--- src/rtl/ddr2_init_sequencer_if.sv ---
// User-side bus of the DDR2 init sequencer: pass-through command/address/bank,
// the initialised flag and the refresh request/grant handshake.
interface ddr2_init_sequencer_if #(
   parameter int ADDR_W = 14,
   parameter int BANK_W = 3
);
   logic              REINIT_REQ;
   logic [2:0]        COMMAND_USER;
   logic [ADDR_W-1:0] ADDRESS_USER;
   logic [BANK_W-1:0] BANK_USER;
   logic              RST_USER;
   logic              REFRESH_REQ;
   logic              REFRESH_GNT;

   modport master (
      output REINIT_REQ, COMMAND_USER, ADDRESS_USER, BANK_USER, REFRESH_GNT,
      input  RST_USER, REFRESH_REQ
   );

   modport slave (
      input  REINIT_REQ, COMMAND_USER, ADDRESS_USER, BANK_USER, REFRESH_GNT,
      output RST_USER, REFRESH_REQ
   );
endinterface

--- src/rtl/ddr2_init_sequencer.sv ---
// DDR2 power-up / mode-register sequencer with re-init and periodic refresh
// insertion; owns the SDRAM pins until initialised, then muxes the user bus through.
module ddr2_init_sequencer #(
   parameter int                ADDR_W           = 14,
   parameter int                BANK_W           = 3,
   parameter int                POWERUP_CYCLES   = 200,
   parameter int                GAP_CYCLES       = 32,
   parameter int                SETTLE_CYCLES    = 256,
   parameter int                REFRESH_INTERVAL = 0,
   parameter logic [ADDR_W-1:0] MR_DLLRST        = 'h532,
   parameter logic [ADDR_W-1:0] MR_NORMAL        = 'h432,
   parameter logic [ADDR_W-1:0] EMR_OCD          = 'h780,
   parameter logic [ADDR_W-1:0] EMR_FINAL        = 'h400,
   parameter logic [ADDR_W-1:0] EMR2             = 'h000,
   parameter logic [ADDR_W-1:0] EMR3             = 'h000
) (
   input  logic                 CLK_n,
   input  logic                 RST,
   ddr2_init_sequencer_if.slave usr,
   output logic                 CKE,
   output logic [2:0]           COMMAND_PIN,
   output logic [ADDR_W-1:0]    ADDRESS_PIN,
   output logic [BANK_W-1:0]    BANK_PIN,
   output logic [3:0]           STAGE
);

   localparam logic [2:0] CMD_NOOP = 3'b111;
   localparam logic [2:0] CMD_PRCH = 3'b010;
   localparam logic [2:0] CMD_ARSR = 3'b001;
   localparam logic [2:0] CMD_MRST = 3'b000;

   localparam logic [ADDR_W-1:0] ALL_BANKS = ADDR_W'('h400);

   localparam int MAX_PG  = (POWERUP_CYCLES > GAP_CYCLES) ? POWERUP_CYCLES : GAP_CYCLES;
   localparam int MAX_CNT = (MAX_PG > SETTLE_CYCLES) ? MAX_PG : SETTLE_CYCLES;
   localparam int CNT_W   = $clog2(MAX_CNT + 1);
   localparam int TMR_W   = (REFRESH_INTERVAL < 1) ? 1 : $clog2(REFRESH_INTERVAL + 1);
   localparam int ROM_W   = 3 + ADDR_W + BANK_W;

   typedef enum logic [3:0] {
      S_POWERUP,
      S_CKE_WAIT,
      S_ISSUE,
      S_GAP,
      S_SETTLE,
      S_RUN,
      S_REF_REQ,
      S_REF_PRCH,
      S_REF_GAP1,
      S_REF_ARSR,
      S_REF_GAP2
   } state_t;

   state_t            state_q, state_d;
   logic [CNT_W-1:0]  cnt_q, cnt_d;
   logic [TMR_W-1:0]  timer_q, timer_d;
   logic [3:0]        stage_q, stage_d;
   logic [2:0]        cmd_q, cmd_d;
   logic [ADDR_W-1:0] addr_q, addr_d;
   logic [BANK_W-1:0] bank_q, bank_d;
   logic              cke_q, cke_d;
   logic              rst_user_q, rst_user_d;
   logic              req_q, req_d;
   logic              user_sel_q, user_sel_d;

   // JEDEC init steps, indexed by STAGE; entries 6 and 7 are the two auto-refreshes
   function automatic logic [ROM_W-1:0] rom_entry(input logic [3:0] idx);
      logic [2:0]        c;
      logic [ADDR_W-1:0] a;
      logic [BANK_W-1:0] b;
      c = CMD_MRST;
      a = '0;
      b = '0;
      case (idx)
         4'd0:       begin c = CMD_PRCH; a = ALL_BANKS; b = BANK_W'(1); end
         4'd1:       begin a = EMR2;      b = BANK_W'(2); end
         4'd2:       begin a = EMR3;      b = BANK_W'(3); end
         4'd3:       begin a = EMR_OCD;   b = BANK_W'(1); end
         4'd4:       begin a = MR_DLLRST; end
         4'd5:       begin c = CMD_PRCH; a = ALL_BANKS; end
         4'd6, 4'd7: begin c = CMD_ARSR; a = ALL_BANKS; end
         4'd8:       begin a = MR_NORMAL; end
         4'd9:       begin a = EMR_OCD;   b = BANK_W'(1); end
         default:    begin a = EMR_FINAL; b = BANK_W'(1); end
      endcase
      return {c, a, b};
   endfunction

   always_ff @(posedge CLK_n or posedge RST) begin
      if (RST) begin
         state_q    <= S_POWERUP;
         cnt_q      <= '0;
         timer_q    <= '0;
         stage_q    <= '0;
         cmd_q      <= CMD_NOOP;
         addr_q     <= '0;
         bank_q     <= '0;
         cke_q      <= 1'b0;
         rst_user_q <= 1'b0;
         req_q      <= 1'b0;
         user_sel_q <= 1'b0;
      end else begin
         state_q    <= state_d;
         cnt_q      <= cnt_d;
         timer_q    <= timer_d;
         stage_q    <= stage_d;
         cmd_q      <= cmd_d;
         addr_q     <= addr_d;
         bank_q     <= bank_d;
         cke_q      <= cke_d;
         rst_user_q <= rst_user_d;
         req_q      <= req_d;
         user_sel_q <= user_sel_d;
      end
   end

   // Commands are loaded on the edge that enters ISSUE/REF_PRCH/REF_ARSR, so the
   // pins show them during that state; every other cycle the internal command is NOOP.
   always_comb begin
      state_d    = state_q;
      cnt_d      = cnt_q;
      timer_d    = timer_q;
      stage_d    = stage_q;
      cmd_d      = CMD_NOOP;
      addr_d     = addr_q;
      bank_d     = bank_q;
      cke_d      = cke_q;
      rst_user_d = rst_user_q;
      req_d      = req_q;
      user_sel_d = user_sel_q;

      if (usr.REINIT_REQ) begin
         state_d    = S_POWERUP;
         cnt_d      = '0;
         timer_d    = '0;
         stage_d    = '0;
         addr_d     = '0;
         bank_d     = '0;
         cke_d      = 1'b0;
         rst_user_d = 1'b0;
         req_d      = 1'b0;
         user_sel_d = 1'b0;
      end else begin
         unique case (state_q)
            S_POWERUP: begin
               if (cnt_q == CNT_W'(POWERUP_CYCLES - 1)) begin
                  state_d = S_CKE_WAIT;
                  cnt_d   = '0;
                  cke_d   = 1'b1;
               end else begin
                  cnt_d = cnt_q + CNT_W'(1);
               end
            end
            S_CKE_WAIT: begin
               if (cnt_q == CNT_W'(GAP_CYCLES)) begin
                  state_d                  = S_ISSUE;
                  cnt_d                    = '0;
                  {cmd_d, addr_d, bank_d}  = rom_entry(stage_q);
               end else begin
                  cnt_d = cnt_q + CNT_W'(1);
               end
            end
            S_ISSUE: begin
               state_d = S_GAP;
               cnt_d   = '0;
            end
            S_GAP: begin
               if (cnt_q == CNT_W'(GAP_CYCLES - 1)) begin
                  cnt_d = '0;
                  if (stage_q == 4'd10) begin
                     state_d = S_SETTLE;
                  end else begin
                     state_d                 = S_ISSUE;
                     stage_d                 = stage_q + 4'd1;
                     {cmd_d, addr_d, bank_d} = rom_entry(stage_q + 4'd1);
                  end
               end else begin
                  cnt_d = cnt_q + CNT_W'(1);
               end
            end
            S_SETTLE: begin
               if (cnt_q == CNT_W'(SETTLE_CYCLES - 1)) begin
                  state_d    = S_RUN;
                  cnt_d      = '0;
                  rst_user_d = 1'b1;
                  user_sel_d = 1'b1;
               end else begin
                  cnt_d = cnt_q + CNT_W'(1);
               end
            end
            S_RUN: begin
               if (REFRESH_INTERVAL != 0) begin
                  if (timer_q == TMR_W'(REFRESH_INTERVAL - 1)) begin
                     state_d = S_REF_REQ;
                     req_d   = 1'b1;
                     timer_d = TMR_W'(REFRESH_INTERVAL);
                  end else begin
                     timer_d = timer_q + TMR_W'(1);
                  end
               end
            end
            S_REF_REQ: begin
               if (usr.REFRESH_GNT) begin
                  state_d    = S_REF_PRCH;
                  req_d      = 1'b0;
                  user_sel_d = 1'b0;
                  cmd_d      = CMD_PRCH;
                  addr_d     = ALL_BANKS;
                  bank_d     = '0;
               end
            end
            S_REF_PRCH: begin
               state_d = S_REF_GAP1;
               cnt_d   = '0;
            end
            S_REF_GAP1: begin
               if (cnt_q == CNT_W'(GAP_CYCLES - 1)) begin
                  state_d = S_REF_ARSR;
                  cnt_d   = '0;
                  cmd_d   = CMD_ARSR;
                  addr_d  = ALL_BANKS;
                  bank_d  = '0;
               end else begin
                  cnt_d = cnt_q + CNT_W'(1);
               end
            end
            S_REF_ARSR: begin
               state_d = S_REF_GAP2;
               cnt_d   = '0;
            end
            S_REF_GAP2: begin
               if (cnt_q == CNT_W'(GAP_CYCLES - 1)) begin
                  state_d    = S_RUN;
                  cnt_d      = '0;
                  timer_d    = '0;
                  user_sel_d = 1'b1;
               end else begin
                  cnt_d = cnt_q + CNT_W'(1);
               end
            end
            default: begin
               state_d = S_POWERUP;
            end
         endcase
      end
   end

   assign COMMAND_PIN     = user_sel_q ? usr.COMMAND_USER : cmd_q;
   assign ADDRESS_PIN     = user_sel_q ? usr.ADDRESS_USER : addr_q;
   assign BANK_PIN        = user_sel_q ? usr.BANK_USER    : bank_q;
   assign CKE             = cke_q;
   assign STAGE           = stage_q;
   assign usr.RST_USER    = rst_user_q;
   assign usr.REFRESH_REQ = req_q;

endmodule

--- src/flat_wrapper.sv ---
// flat-port wrapper written by rule: the top's interface ports become plain ports
module ddr2_init_sequencer_flat 
#(
   parameter int                ADDR_W           = 14,
   parameter int                BANK_W           = 3,
   parameter int                POWERUP_CYCLES   = 200,
   parameter int                GAP_CYCLES       = 32,
   parameter int                SETTLE_CYCLES    = 256,
   parameter int                REFRESH_INTERVAL = 0,
   parameter logic [ADDR_W-1:0] MR_DLLRST        = 'h532,
   parameter logic [ADDR_W-1:0] MR_NORMAL        = 'h432,
   parameter logic [ADDR_W-1:0] EMR_OCD          = 'h780,
   parameter logic [ADDR_W-1:0] EMR_FINAL        = 'h400,
   parameter logic [ADDR_W-1:0] EMR2             = 'h000,
   parameter logic [ADDR_W-1:0] EMR3             = 'h000
)
  (CLK_n, RST, CKE, COMMAND_PIN, ADDRESS_PIN, BANK_PIN, STAGE, usr_REINIT_REQ, usr_COMMAND_USER, usr_ADDRESS_USER, usr_BANK_USER, usr_REFRESH_GNT, usr_RST_USER, usr_REFRESH_REQ);
  ddr2_init_sequencer_if #(.ADDR_W(ADDR_W), .BANK_W(BANK_W)) usr_i ();
  input  logic CLK_n;
  input  logic RST;
  output logic CKE;
  output logic [2:0] COMMAND_PIN;
  output logic [ADDR_W-1:0] ADDRESS_PIN;
  output logic [BANK_W-1:0] BANK_PIN;
  output logic [3:0] STAGE;
  input wire logic [$bits(usr_i.REINIT_REQ)-1:0] usr_REINIT_REQ;
  input wire logic [$bits(usr_i.COMMAND_USER)-1:0] usr_COMMAND_USER;
  input wire logic [$bits(usr_i.ADDRESS_USER)-1:0] usr_ADDRESS_USER;
  input wire logic [$bits(usr_i.BANK_USER)-1:0] usr_BANK_USER;
  input wire logic [$bits(usr_i.REFRESH_GNT)-1:0] usr_REFRESH_GNT;
  output wire logic [$bits(usr_i.RST_USER)-1:0] usr_RST_USER;
  output wire logic [$bits(usr_i.REFRESH_REQ)-1:0] usr_REFRESH_REQ;
  assign usr_i.REINIT_REQ = usr_REINIT_REQ;
  assign usr_i.COMMAND_USER = usr_COMMAND_USER;
  assign usr_i.ADDRESS_USER = usr_ADDRESS_USER;
  assign usr_i.BANK_USER = usr_BANK_USER;
  assign usr_i.REFRESH_GNT = usr_REFRESH_GNT;
  assign usr_RST_USER = usr_i.RST_USER;
  assign usr_REFRESH_REQ = usr_i.REFRESH_REQ;
  ddr2_init_sequencer #(.ADDR_W(ADDR_W), .BANK_W(BANK_W), .POWERUP_CYCLES(POWERUP_CYCLES), .GAP_CYCLES(GAP_CYCLES), .SETTLE_CYCLES(SETTLE_CYCLES), .REFRESH_INTERVAL(REFRESH_INTERVAL), .MR_DLLRST(MR_DLLRST), .MR_NORMAL(MR_NORMAL), .EMR_OCD(EMR_OCD), .EMR_FINAL(EMR_FINAL), .EMR2(EMR2), .EMR3(EMR3)) u_core (.CLK_n(CLK_n), .RST(RST), .usr(usr_i), .CKE(CKE), .COMMAND_PIN(COMMAND_PIN), .ADDRESS_PIN(ADDRESS_PIN), .BANK_PIN(BANK_PIN), .STAGE(STAGE));
endmodule
--- config.mk ---
export PLATFORM = sky130hd
export DESIGN_NAME = ddr2_init_sequencer_flat
export DESIGN_NICKNAME = d
export VERILOG_FILES = /design/src/rtl/ddr2_init_sequencer_if.sv /design/src/rtl/ddr2_init_sequencer.sv /design/src/flat_wrapper.sv
export SDC_FILE = /design/constraint.sdc
export NUM_CORES = 1
export LEC_CHECK = 0
export ABC_AREA = 1
export CORE_ASPECT_RATIO = 0.8
export CORE_MARGIN = 4
export CORE_UTILIZATION = 45
export DETAILED_ROUTE_END_ITERATION = 8
export PLACE_DENSITY = 0.73
export SYNTH_ARGS = -nofsm -noshare
export SYNTH_HDL_FRONTEND = slang
export SYNTH_SLANG_ARGS = --single-unit
export TNS_END_PERCENT = 100
--- constraint.sdc ---
create_clock -name CLK_n -period 6.2 [get_ports CLK_n]
set_input_delay 1.86 -clock CLK_n [delete_from_list [all_inputs] [get_ports CLK_n]]
set_output_delay 1.86 -clock CLK_n [all_outputs]
set_load 0.02 [all_outputs]
==> flow_summary.rst, run 1 <==
.. list-table::
   :header-rows: 1

   * - Metric
     - Value
   * - Overall fraction of global-route tracks in use
     - 19.58%
   * - Total congestion overflow
     - 0
   * - Setup Buffers After CTS
     - 0
   * - Post-Syn Nets
     - 413
   * - Worst Hold Class
     - flip-flop to flip-flop
   * - Post-layout power
     - 0.0004747 W
   * - Post-Place Cells
     - 483
   * - Cell with the most instances after synthesis
     - sky130_fd_sc_hd__nand2_1
   * - Series of cell instances along the critical path
     - clkdlybuf4s50_1, nand2_1, nand2_1, clkdlybuf4s50_1
   * - I/O pin count
     - 51
   * - Worst setup slack after layout
     - 1.272 ns
   * - TritonCTS sink count
     - 29
   * - Post-Route Setup TNS
     - 0 ns
   * - Total clock buffers created by CTS
     - 5
   * - Via density
     - 5.075
   * - Layout cells sized above 1
     - 11.66%
   * - Most used standard cells in the synthesized netlist
     - sky130_fd_sc_hd__nand2_1 (117), sky130_fd_sc_hd__inv_1 (51), sky130_fd_sc_hd__nor2_1 (35)
   * - Number of buffers inserted by port buffering
     - 49
   * - Synth top area share
     - 26.18%
   * - Average footprint of a synthesized cell
     - 6.556 um^2
   * - Number of enable-type register cells in the synthesized netlist
     - 0
   * - Final Routed Wirelength
     - 6106 um
   * - Global-route wire length before repair
     - 10,720 um
   * - Category of the most critical setup path
     - input port to output port
   * - Final antenna-violating net count
     - 0
   * - Post-synthesis sequential element count
     - 29
   * - CTS H-tree lvls
     - 2
   * - DRC errors left
     - 0
   * - Vias in the first global route
     - 2,326
   * - Max transition margin
     - 61.32%
   * - Critical Path AT
     - 3.07 ns
   * - Minimum setup slack after placement
     - 1.258 ns
   * - Signed area change from the synthesized netlist to the final layout
     - 26.38%
   * - Detailed Route Iter0 Violations
     - 146
   * - Met3 Resource Use GR
     - 3.741%
   * - Cells after Synth
     - 379
   * - Row Count
     - 23
   * - Final clock skew
     - 0.003369 ns
   * - Number of optimization iterations in the first detailed-route pass
     - 4
   * - Netlist cell types
     - 42
   * - Clock transition at the registers of the reported paths
     - 0.06 ns
   * - Die Wd
     - 91.08 um
   * - Crit-path slowest cell
     - sky130_fd_sc_hd__clkdlybuf4s50_1
   * - WP depth
     - 4
   * - Cell type group with the largest total delay on the critical path
     - buffers and inverters
   * - Crit path time final
     - 4.928 ns
   * - Post-DP HPWL
     - 4736 um
   * - Number of cells on the worst reg-to-reg path
     - 14
   * - Buffers plus inverters on the worst setup path
     - 2
   * - Root buffer selected by CTS
     - sky130_fd_sc_hd__clkbuf_8
   * - CTS Hold Buffers Added
     - 0
   * - Setup crit end kind
     - output port
   * - Depth of the worst hold-timing path
     - 2
   * - Final hold violations
     - 0
   * - TritonCTS clock tree
     - done
   * - RePlAce Congestion
     - 0.9134
   * - Worst path max stage delay
     - 0.61 ns
   * - Worst slack on hold paths
     - 0.4864 ns
   * - Number of antenna violations at the first check in global routing
     - 0
   * - Layer with the highest usage after global routing
     - met2
   * - Number of violations of the max-capacitance limit
     - 0
   * - Final setup vio count
     - 0
   * - Asr flop ratio synth
     - 100.0%
   * - Die Height
     - 74.47 um
   * - Final count of pins violating max slew
     - 0
   * - Status
     - complete, no violations
   * - Predominant post-synthesis flop cell
     - sky130_fd_sc_hd__dfrtp_1
   * - RSZ-0062 raised after global routing
     - false
   * - Worst EP required
     - 4.34 ns
   * - Critical path launch point type
     - input port
   * - Largest cells by area after synthesis
     - sky130_fd_sc_hd__dfrtp_1 (26%), sky130_fd_sc_hd__nand2_1 (18%), sky130_fd_sc_hd__inv_1 (7.7%)
   * - Pin count of the biggest net entering global routing
     - 30
   * - Total vias in the final route
     - 2,492
   * - Area of the mapped netlist
     - 2485 um^2
   * - Source-to-sink clock delay at the later pin of the worst-skew pair
     - 0.28 ns
   * - Post-synthesis cell type with the largest combined area
     - sky130_fd_sc_hd__dfrtp_1
   * - Number of nets in the layout
     - 462
   * - Warning count from the yosys run
     - 0
   * - Buffer levels on the longest clock path
     - 2
   * - Count of placed standard cells in the final layout, fillers left out
     - 491
   * - Leak
     - 1.589 nW
   * - Total power divided by cell area
     - 151.2 nW/um^2
   * - Peak clock frequency supported by timing
     - 0.2029 GHz
   * - Crit-path max FO
     - 1
   * - Number of diodes added for antenna fixing
     - 0
   * - Starting Density
     - 47.97%
   * - Slew @ Worst Pin
     - 0.5802 ns
   * - Core area
     - 5180 um^2
   * - Total die area
     - 6782 um^2
   * - Final clock period utilization by the worst path
     - 79.48%
   * - IR drop worst, VDD
     - 0.1333 mV
   * - Sequential-to-total area share from yosys stat
     - 29.36%
   * - Mean routed wirelength per cell
     - 12.44 um
   * - Resize count post-CTS
     - 0
   * - Fraction of met2 tracks used by global routing
     - 32.95%
   * - Met1 layer usage reported by global route
     - 25.94%
flip-flops by register name, summed over array words and instances (netlist names):
register / flops
u_core.CKE: 1
u_core.STAGE: 4
u_core.addr_q: 4
u_core.bank_q: 2
u_core.cmd_q: 3
u_core.cnt_q: 9
u_core.state_q: 4
u_core.user_sel_q: 1
u_core.usr.RST_USER: 1
cells in the final DEF (no fill, tap or decap), types with 2 or more instances in the layout:
| cell type | netlist | routed |
|---|---|---|
| sky130_fd_sc_hd__nand2_1 | 117 | 117 |
| sky130_fd_sc_hd__inv_1 | 51 | 51 |
| sky130_fd_sc_hd__clkdlybuf4s50_1 | 0 | 49 |
| sky130_fd_sc_hd__nor2_1 | 35 | 35 |
| sky130_fd_sc_hd__nand3_1 | 31 | 31 |
| sky130_fd_sc_hd__dfrtp_1 | 26 | 26 |
| sky130_fd_sc_hd__a21oi_1 | 17 | 17 |
| sky130_fd_sc_hd__o21ai_0 | 12 | 12 |
| sky130_fd_sc_hd__inv_2 | 10 | 10 |
| sky130_fd_sc_hd__ha_1 | 10 | 10 |
| sky130_fd_sc_hd__nand4_1 | 6 | 6 |
| sky130_fd_sc_hd__nand2_4 | 6 | 6 |
| sky130_fd_sc_hd__nand2_2 | 5 | 5 |
| sky130_fd_sc_hd__o22ai_1 | 5 | 5 |
| sky130_fd_sc_hd__clkbuf_8 | 0 | 5 |
| sky130_fd_sc_hd__nor2_2 | 4 | 4 |
| sky130_fd_sc_hd__nor2_4 | 3 | 3 |
| sky130_fd_sc_hd__nor3_1 | 3 | 3 |
| sky130_fd_sc_hd__dfstp_2 | 3 | 3 |
| sky130_fd_sc_hd__nand3_4 | 2 | 2 |
| sky130_fd_sc_hd__clkinv_1 | 2 | 2 |
| sky130_fd_sc_hd__nand3_2 | 2 | 2 |
| sky130_fd_sc_hd__o21ai_1 | 2 | 2 |
| sky130_fd_sc_hd__o221ai_1 | 2 | 2 |
| sky130_fd_sc_hd__a31oi_1 | 2 | 2 |
| sky130_fd_sc_hd__bufinv_16 | 0 | 2 |
path summary, 6_finish.rpt:
path,startpoint,endpoint,slack (ns)
hold / removal,u_core.addr_q[10],u_core.addr_q[10],0.49
min in group asynchronous,RST,u_core.state_q[3],1.95
max in group asynchronous,RST,u_core.cmd_q[1],3.93
hold reg to reg,u_core.addr_q[10],u_core.addr_q[10],0.49
setup / recovery,usr_ADDRESS_USER[10],ADDRESS_PIN[10],1.27
setup reg to reg,u_core.cnt_q[0],u_core.cnt_q[0],3.89
kinds of logic after synthesis:
| family | Yosys count | synth area share (%) |
|---|---|---|
| AND/OR/NAND/NOR | 219 | 41.99 |
| buffers and inverters | 72 | 11.93 |
| AO/OA/AOI/OAI | 48 | 11.53 |
| flip-flops | 29 | 29.36 |
| adder cells (fa/ha/maj) | 10 | 5.035 |
| other | 1 | 0.1509 |
metrics by stage:
stage	instance area, um^2	utilization [%]
after CTS	3141	60.63
after global placement	3007	58.04
final	3141	60.63
after floorplan	2485	-
after global routing	3141	60.63
after detailed placement	3007	58.04
worst reg2reg max path, cell delays in order, from the launching register on:
cell and delay, ns:
sky130_fd_sc_hd__dfrtp_1 0.36, sky130_fd_sc_hd__ha_1 0.19, sky130_fd_sc_hd__nand3_1 0.10, sky130_fd_sc_hd__nor2_2 0.15
sky130_fd_sc_hd__inv_1 0.07, sky130_fd_sc_hd__nor2_1 0.12, sky130_fd_sc_hd__nand2_1 0.08, sky130_fd_sc_hd__nor2_1 0.16
sky130_fd_sc_hd__ha_1 0.20, sky130_fd_sc_hd__inv_1 0.04, sky130_fd_sc_hd__nand2_1 0.09, sky130_fd_sc_hd__nand3_1 0.12
sky130_fd_sc_hd__or2_4 0.29, sky130_fd_sc_hd__nand2_1 0.11, sky130_fd_sc_hd__o22ai_1 0.08
where the power goes:
| group | internal, W | switching [W] |
|---|---|---|
| registers | 0.000191 | 0.00000198 |
| clock network | 0.000160 | 0.0000767 |
| logic | 0.0000219 | 0.0000231 |
| total | 0.000373 | 0.000102 |
cell type report:
type | instances | area (um^2)
clock buffer | 5 | 68.82
clock inverter | 3 | 65.06
timing repair buffer | 50 | 498.0
sequential | 29 | 729.5
multi-input combinational | 278 | 1459
inverter | 64 | 242.7
tap | 62 | 77.57
fill | 487 | 2039
metal layers:
layer / up-vias / routed length, um
met4: 0 / 33
met2: 77 / 2636
met3: 4 / 343
met5: - / 0
met1: 1107 / 3093
li1: 1304 / -
Power figures use the tool's default switching activity.
==> inputs of run 2 (changes only) <==
--- a/config.mk
+++ b/config.mk
@@ -10,7 +10,7 @@
 export CORE_MARGIN = 4
 export CORE_UTILIZATION = 45
 export DETAILED_ROUTE_END_ITERATION = 8
-export PLACE_DENSITY = 0.73
+export PLACE_DENSITY = 0.75
 export SYNTH_ARGS = -nofsm -noshare
 export SYNTH_HDL_FRONTEND = slang
 export SYNTH_SLANG_ARGS = --single-unit
==> constraint.sdc (replaced) <==
create_clock -name CLK_n -period 4.1 [get_ports CLK_n]
set_input_delay 1.23 -clock CLK_n [delete_from_list [all_inputs] [get_ports CLK_n]]
set_output_delay 1.23 -clock CLK_n [all_outputs]
set_load 0.02 [all_outputs]
==> run 2 against run 1 <==
First-iteration DRC count grew 1.4%. Non-clock buffer count is the same. Power grew 53%. Cell area is the same. Critical endpoint is now COMMAND_PIN[2]. Largest power group unchanged.
==> flow_summary.rst, run 2 (synthesized netlist as in run 1, its figures left out) <==
.. list-table::
   :header-rows: 1

   * - Metric
     - Value
   * - Status
     - complete, no violations
   * - Leak
     - 1.589 nW (unchanged)
   * - Total power divided by cell area
     - 231.7 nW/um^2 (+53%)
   * - RSZ-0062 raised after global routing
     - false
   * - Worst EP required
     - 2.87 ns (-1.47 ns)
   * - TritonCTS sink count
     - 29 (unchanged)
   * - Detailed Route Iter0 Violations
     - 148 (+1.4%)
   * - Total die area
     - 6782 um^2 (unchanged)
   * - Setup Buffers After CTS
     - 0 (unchanged)
   * - Layout cells sized above 1
     - 11.66% (unchanged)
   * - Starting Density
     - 47.97% (unchanged)
   * - Final antenna-violating net count
     - 0 (unchanged)
   * - Post-layout power
     - 0.0007278 W (+53%)
   * - Die Height
     - 74.47 um (unchanged)
   * - Overall fraction of global-route tracks in use
     - 19.54% (-0.035 points)
   * - Vias in the first global route
     - 2,395 (+3.0%)
   * - RePlAce Congestion
     - 0.9009 (-1.4%)
   * - Crit path time final
     - 3.677 ns
   * - Post-Route Setup TNS
     - 0 ns (unchanged)
   * - Crit-path max FO
     - 1 (unchanged)
   * - Number of diodes added for antenna fixing
     - 0 (unchanged)
   * - Via density
     - 5.120 (+0.88%)
   * - CTS H-tree lvls
     - 2 (unchanged)
   * - Final Routed Wirelength
     - 6216 um (+1.8%)
   * - Row Count
     - 23 (unchanged)
   * - Total congestion overflow
     - 0 (unchanged)
   * - Critical Path AT
     - 2.45 ns (-0.62 ns)
   * - Register with the most flip-flops
     - u_core.cnt_q
   * - Slew @ Worst Pin
     - 0.6040 ns (+0.02385 ns)
   * - Max transition margin
     - 59.73% (-1.6 points)
   * - Setup crit end kind
     - output port
   * - Mean routed wirelength per cell
     - 12.66 um (+1.8%)
   * - I/O pin count
     - 51 (unchanged)
   * - Post-DP HPWL
     - 4773 um (+0.78%)
   * - Post-route standard cell area excluding fillers
     - 3141 um^2 (unchanged)
   * - Die Wd
     - 91.08 um (unchanged)
   * - TritonCTS clock tree
     - done
   * - Critical path launch point type
     - input port
   * - Number of optimization iterations in the first detailed-route pass
     - 4 (unchanged)
   * - Total vias in the final route
     - 2,514 (+0.88%)
   * - Signed area change from the synthesized netlist to the final layout
     - 26.38% (unchanged)
   * - Core area
     - 5180 um^2 (unchanged)
   * - Global-route wire length before repair
     - 10,850 um (+1.2%)
   * - Multi-input combinational cell area
     - 1459 um^2 (unchanged)
   * - FILL cells
     - 485 (-0.41%)
   * - Resize count post-CTS
     - 0 (unchanged)
   * - Instance area after placement
     - 3007 um^2 (unchanged)
   * - Post-Route Utilization
     - 60.63% (unchanged)
   * - Worst slack on hold paths
     - 0.4820 ns (-0.004341 ns)
   * - Footprint of the flip-flops and latches
     - 729.5 um^2 (unchanged)
   * - Flip-flop count of the largest register, all copies and words added
     - 9 (unchanged)
   * - Clock transition at the registers of the reported paths
     - 0.07 ns (about the same)
   * - DRC errors left
     - 0 (unchanged)
   * - Root buffer selected by CTS
     - sky130_fd_sc_hd__clkbuf_8
   * - Final count of pins violating max slew
     - 0 (unchanged)
   * - Leading cell type in the layout, fill and taps excluded
     - sky130_fd_sc_hd__nand2_1
   * - Buffer levels on the longest clock path
     - 2 (unchanged)
   * - Most used cells in the layout excluding fill and tap cells
     - sky130_fd_sc_hd__nand2_1 (117), sky130_fd_sc_hd__inv_1 (51), sky130_fd_sc_hd__clkdlybuf4s50_1 (49), sky130_fd_sc_hd__nor2_1 (35), sky130_fd_sc_hd__nand3_1 (31)
   * - Peak clock frequency supported by timing
     - 0.2719 GHz
   * - Category of the most critical setup path
     - input port to output port
   * - Number of violations of the max-capacitance limit
     - 0 (unchanged)
   * - IR drop worst, VDD
     - 0.2304 mV (+73%)
   * - Pin count of the biggest net entering global routing
     - 30 (unchanged)
   * - Final clock period utilization by the worst path
     - 89.69%
   * - Final hold violations
     - 0 (unchanged)
   * - Worst Hold Class
     - flip-flop to flip-flop
   * - CTS Hold Buffers Added
     - 0 (unchanged)
   * - Number of antenna violations at the first check in global routing
     - 0 (unchanged)
   * - Number of buffers inserted by port buffering
     - 49 (unchanged)
   * - Source-to-sink clock delay at the later pin of the worst-skew pair
     - 0.29 ns (about the same)
   * - Total clock buffers created by CTS
     - 5 (unchanged)
   * - Number of nets in the layout
     - 462 (unchanged)
   * - Final setup vio count
     - 0 (unchanged)
   * - Final clock skew
     - 0.006218 ns (+0.002849 ns)
## run 2: path summary, 6_finish.rpt
path                                     startpoint                end  slack, ns  cells after the start
worst max-delay path            usr_COMMAND_USER[2]     COMMAND_PIN[2]       0.42                      4
worst max register to register      u_core.cnt_q[0]    u_core.cnt_q[0]       1.85                     14
worst min-delay path               u_core.bank_q[0]   u_core.bank_q[0]       0.48                      2
max in group asynchronous                       RST    u_core.cmd_q[2]       2.46                      3
min in group asynchronous                       RST  u_core.state_q[1]       1.31                      3
worst min register to register     u_core.bank_q[0]   u_core.bank_q[0]       0.48                      2
## run 2: cell type report
| class | count | area share, % |
|---|---|---|
| multi-input cells | 278 | 46.45 |
| flip-flops and latches | 29 | 23.23 |
| repair buffers | 50 | 15.86 |
| inverters | 64 | 7.729 |
| well taps | 62 | 2.470 |
| clock buffers | 5 | 2.191 |
| clock inverters | 3 | 2.072 |
## run 2: routing by layer
layer	track usage, %	wire length, um	vias to the layer above	part of all wire (%)
met5	0	0	-	0
met4	5.853	65	0	1.0
met3	4.247	488	7	7.9
met2	30.67	2590	103	42
met1	27.34	3071	1113	49
li1	-	-	1291	-
## run 2: where the power goes
part	total (W)	switching (W)	internal, W
Combinational	0.0000687	0.0000353	0.0000334
Sequential	0.000292	0.00000311	0.000289
Clock	0.000367	0.000125	0.000241
## run 2: critical path: stages
cell	delay, ns
sky130_fd_sc_hd__clkdlybuf4s50_1	0.46
sky130_fd_sc_hd__nand2_1	0.05
sky130_fd_sc_hd__nand2_1	0.10
sky130_fd_sc_hd__clkdlybuf4s50_1	0.60
## run 2: metrics by stage
step                      setup slack, ns  cells
after floorplan                     1.432    379
after global placement             0.4411    483
after detailed placement           0.4268    483
after CTS                          0.4218    491
after global routing               0.3459    491
final                              0.4227    491
==> inputs of run 3 (changes only) <==
--- a/config.mk
+++ b/config.mk
@@ -10,7 +10,7 @@
 export CORE_MARGIN = 4
 export CORE_UTILIZATION = 45
 export DETAILED_ROUTE_END_ITERATION = 8
-export PLACE_DENSITY = 0.75
+export PLACE_DENSITY = 0.73
 export SYNTH_ARGS = -nofsm -noshare
 export SYNTH_HDL_FRONTEND = slang
 export SYNTH_SLANG_ARGS = --single-unit
==> constraint.sdc (replaced) <==
create_clock -name CLK_n -period 4.2 [get_ports CLK_n]
set_input_delay 1.26 -clock CLK_n [delete_from_list [all_inputs] [get_ports CLK_n]]
set_output_delay 1.26 -clock CLK_n [all_outputs]
set_load 0.02 [all_outputs]
==> run 3 against run 2 <==
First-iteration DRC count is 3.4% higher. Non-clock buffer count is 1 higher. Utilization is 0.85 points lower. Routed wire length is 2.6% lower. Critical path type unchanged.
==> flow_summary.rst, run 3 (synthesized netlist as in run 1, its figures left out) <==
.. list-table::
   :header-rows: 1

   * - Metric
     - Value
   * - Slew @ Worst Pin
     - 1.073 ns (+0.4688 ns)
   * - Critical hold path startpoint
     - u_core.addr_q[10]
   * - Number of optimization iterations in the first detailed-route pass
     - 4 (unchanged)
   * - Most used cells in the layout excluding fill and tap cells
     - sky130_fd_sc_hd__nand2_1 (117), sky130_fd_sc_hd__inv_1 (51), sky130_fd_sc_hd__clkdlybuf4s50_1 (49), sky130_fd_sc_hd__nor2_1 (35), sky130_fd_sc_hd__nand3_1 (31)
   * - Die Height
     - 74.47 um (unchanged)
   * - Via density
     - 5.039 (-1.6%)
   * - Total congestion overflow
     - 0 (unchanged)
   * - Critical Path AT
     - 2.45 ns (about the same)
   * - Number of diodes added for antenna fixing
     - 0 (unchanged)
   * - Setup Buffers After CTS
     - 0 (unchanged)
   * - Fraction of met2 tracks used by global routing
     - 29.69% (-0.98 points)
   * - Row Count
     - 23 (unchanged)
   * - Crit-path slowest cell
     - sky130_fd_sc_hd__clkdlybuf4s50_1
   * - I/O pin count
     - 51 (unchanged)
   * - Post-DP HPWL
     - 4758 um (-0.31%)
   * - Total power divided by cell area
     - 186.2 nW/um^2 (-20%)
   * - Worst EP required
     - 2.94 ns (+0.07 ns)
   * - Signed area change from the synthesized netlist to the final layout
     - 24.62%
   * - Crit-path max FO
     - 1 (unchanged)
   * - Number of violations of the max-capacitance limit
     - 0 (unchanged)
   * - Detailed Route Iter0 Violations
     - 153 (+3.4%)
   * - Series of cell instances along the critical path
     - clkdlybuf4s50_1, nand2_1, nand2_1, clkdlybuf4s50_1
   * - Clock transition at the registers of the reported paths
     - 0.06 ns (about the same)
   * - Crit path time final
     - 3.708 ns
   * - TritonCTS clock tree
     - done
   * - Post-Route Setup TNS
     - 0 ns (unchanged)
   * - Peak clock frequency supported by timing
     - 0.2697 GHz
   * - Final hold violations
     - 0 (unchanged)
   * - Flip-flop count of the largest register, all copies and words added
     - 9 (unchanged)
   * - Worst reg2reg endpoint
     - u_core.cnt_q[2]
   * - IR drop worst, VDD
     - 0.1450 mV (-37%)
   * - Mean routed wirelength per cell
     - 12.31 um (-2.8%)
   * - Buffer levels on the longest clock path
     - 2 (unchanged)
   * - Met3 Resource Use GR
     - 3.539% (-0.71 points)
   * - Multi-input combinational cell area
     - 1459 um^2 (unchanged)
   * - Number of nets in the layout
     - 463 (+0.22%)
   * - FILL cells
     - 483 (-0.41%)
   * - Number of cells on the worst reg-to-reg path
     - 14 (unchanged)
   * - Final setup vio count
     - 0 (unchanged)
   * - Final count of pins violating max slew
     - 0 (unchanged)
   * - Core area
     - 5180 um^2 (unchanged)
   * - Final clock period utilization by the worst path
     - 88.28%
   * - Minimum setup slack among reg-to-reg paths
     - 1.93 ns (+0.08 ns)
   * - Status
     - complete, no violations
   * - Depth of the worst hold-timing path
     - 2 (unchanged)
   * - RePlAce Congestion
     - 0.9157 (+1.6%)
   * - Total die area
     - 6782 um^2 (unchanged)
   * - Setup crit end kind
     - output port
   * - Critical path launch point type
     - input port
   * - Root buffer selected by CTS
     - sky130_fd_sc_hd__clkbuf_8
   * - Hold worst-path end
     - u_core.addr_q[10]
   * - Global-route wire length before repair
     - 10,490 um (-3.3%)
   * - Post-Place Cells
     - 484 (+0.21%)
   * - Starting Density
     - 47.97% (unchanged)
   * - Overall fraction of global-route tracks in use
     - 19.02% (-0.52 points)
   * - Crit Reg-Reg Startpoint
     - u_core.cnt_q[1]
   * - Die Wd
     - 91.08 um (unchanged)
   * - Footprint of the flip-flops and latches
     - 729.5 um^2 (unchanged)
   * - Total vias in the final route
     - 2,479 (-1.4%)
   * - Worst path max stage delay
     - 0.61 ns (about the same)
   * - Cell type group with the largest total delay on the critical path
     - buffers and inverters
   * - TritonCTS sink count
     - 29 (unchanged)
   * - Total clock buffers created by CTS
     - 5 (unchanged)
   * - Buffers plus inverters on the worst setup path
     - 2 (unchanged)
   * - Layout cells sized above 1
     - 11.63% (-0.027 points)
   * - Number of buffers inserted by port buffering
     - 49 (unchanged)
   * - RSZ-0062 raised after global routing
     - false
   * - Number of antenna violations at the first check in global routing
     - 0 (unchanged)
   * - Resize count post-CTS
     - 0 (unchanged)
   * - CTS Hold Buffers Added
     - 0 (unchanged)
   * - Source-to-sink clock delay at the later pin of the worst-skew pair
     - 0.29 ns (about the same)
   * - Final clock skew
     - 0.008986 ns (+0.002767 ns)
   * - Layer with the highest usage after global routing
     - met2
   * - Leak
     - 1.571 nW (-1.1%)
   * - DRC errors left
     - 0 (unchanged)
   * - Register with the most flip-flops
     - u_core.cnt_q
   * - Leading cell type in the layout, fill and taps excluded
     - sky130_fd_sc_hd__nand2_1
   * - Count of placed standard cells in the final layout, fillers left out
     - 492 (+0.20%)
   * - Final Routed Wirelength
     - 6055 um (-2.6%)
   * - Worst Hold Class
     - flip-flop to flip-flop
   * - Pin count of the biggest net entering global routing
     - 29 (-3.3%)
   * - Met1 layer usage reported by global route
     - 27.36% (about the same)
   * - Vias in the first global route
     - 2,252 (-6.0%)
   * - Final antenna-violating net count
     - 0 (unchanged)
   * - CTS H-tree lvls
     - 2 (unchanged)
   * - Category of the most critical setup path
     - input port to output port
   * - Worst slack on hold paths
     - 0.4940 ns (+0.01195 ns)
   * - Max transition margin
     - 28.40% (-31 points)
run 3: changes by cell type in the layout (fill, tap and decap cells not counted):
cell | before | now
sky130_fd_sc_hd__buf_4 | 1 | 2
sky130_fd_sc_hd__bufinv_16 | 2 | 0
sky130_fd_sc_hd__clkbuf_1 | 0 | 1
sky130_fd_sc_hd__clkinv_2 | 1 | 2
run 3: worst max path at each step:
stage,startpoint,endpoint,cells after the start
2_1_floorplan,usr_ADDRESS_USER[10],ADDRESS_PIN[10],2
3_3_place_gp,usr_BANK_USER[0],BANK_PIN[0],4
3_5_place_dp,usr_ADDRESS_USER[7],ADDRESS_PIN[7],4
4_1_cts,usr_ADDRESS_USER[7],ADDRESS_PIN[7],4
5_1_grt,usr_ADDRESS_USER[13],ADDRESS_PIN[13],4
6_report,usr_ADDRESS_USER[7],ADDRESS_PIN[7],4
run 3: metrics by stage:
stage | total power, W | utilization (%) | setup WS [ns] | cell area [um^2]
floorplan | 0.0003245 | - | 1.472 | 2485
global placement | 0.0003555 | 58.19 | 0.5121 | 3014
detailed placement | 0.0003570 | 58.19 | 0.4790 | 3014
CTS | 0.0005852 | 59.78 | 0.4779 | 3097
global route | 0.0006043 | 59.78 | 0.4354 | 3097
finish | 0.0005767 | 59.78 | 0.4923 | 3097
run 3: power breakdown:
part / switching (W) / internal (W)
Combinational: 0.0000337 / 0.0000323
Sequential: 0.00000318 / 0.000283
Clock: 0.000110 / 0.000115
run 3: tightest hold or removal path: stages (launching register included):
cell                      delay (ns)
sky130_fd_sc_hd__dfrtp_1        0.35
sky130_fd_sc_hd__nand2_1        0.06
sky130_fd_sc_hd__nand2_1        0.06
run 3: final cells by class:
cell class	instances	share of cell area, %
clock buffers	6	2.343
clock inverters	2	0.3232
inverters	64	7.838
multi-input cells	278	47.11
flip-flops and latches	29	23.56
well taps	62	2.505
repair buffers	51	16.32
run 3: per-layer routing:
layer	share of wire [%]	routed length [um]	vias up
li1	-	-	1304
met1	50	3051	1087
met2	42	2528	83
met3	7.0	426	5
met4	0.79	48	0
met5	0	0	-
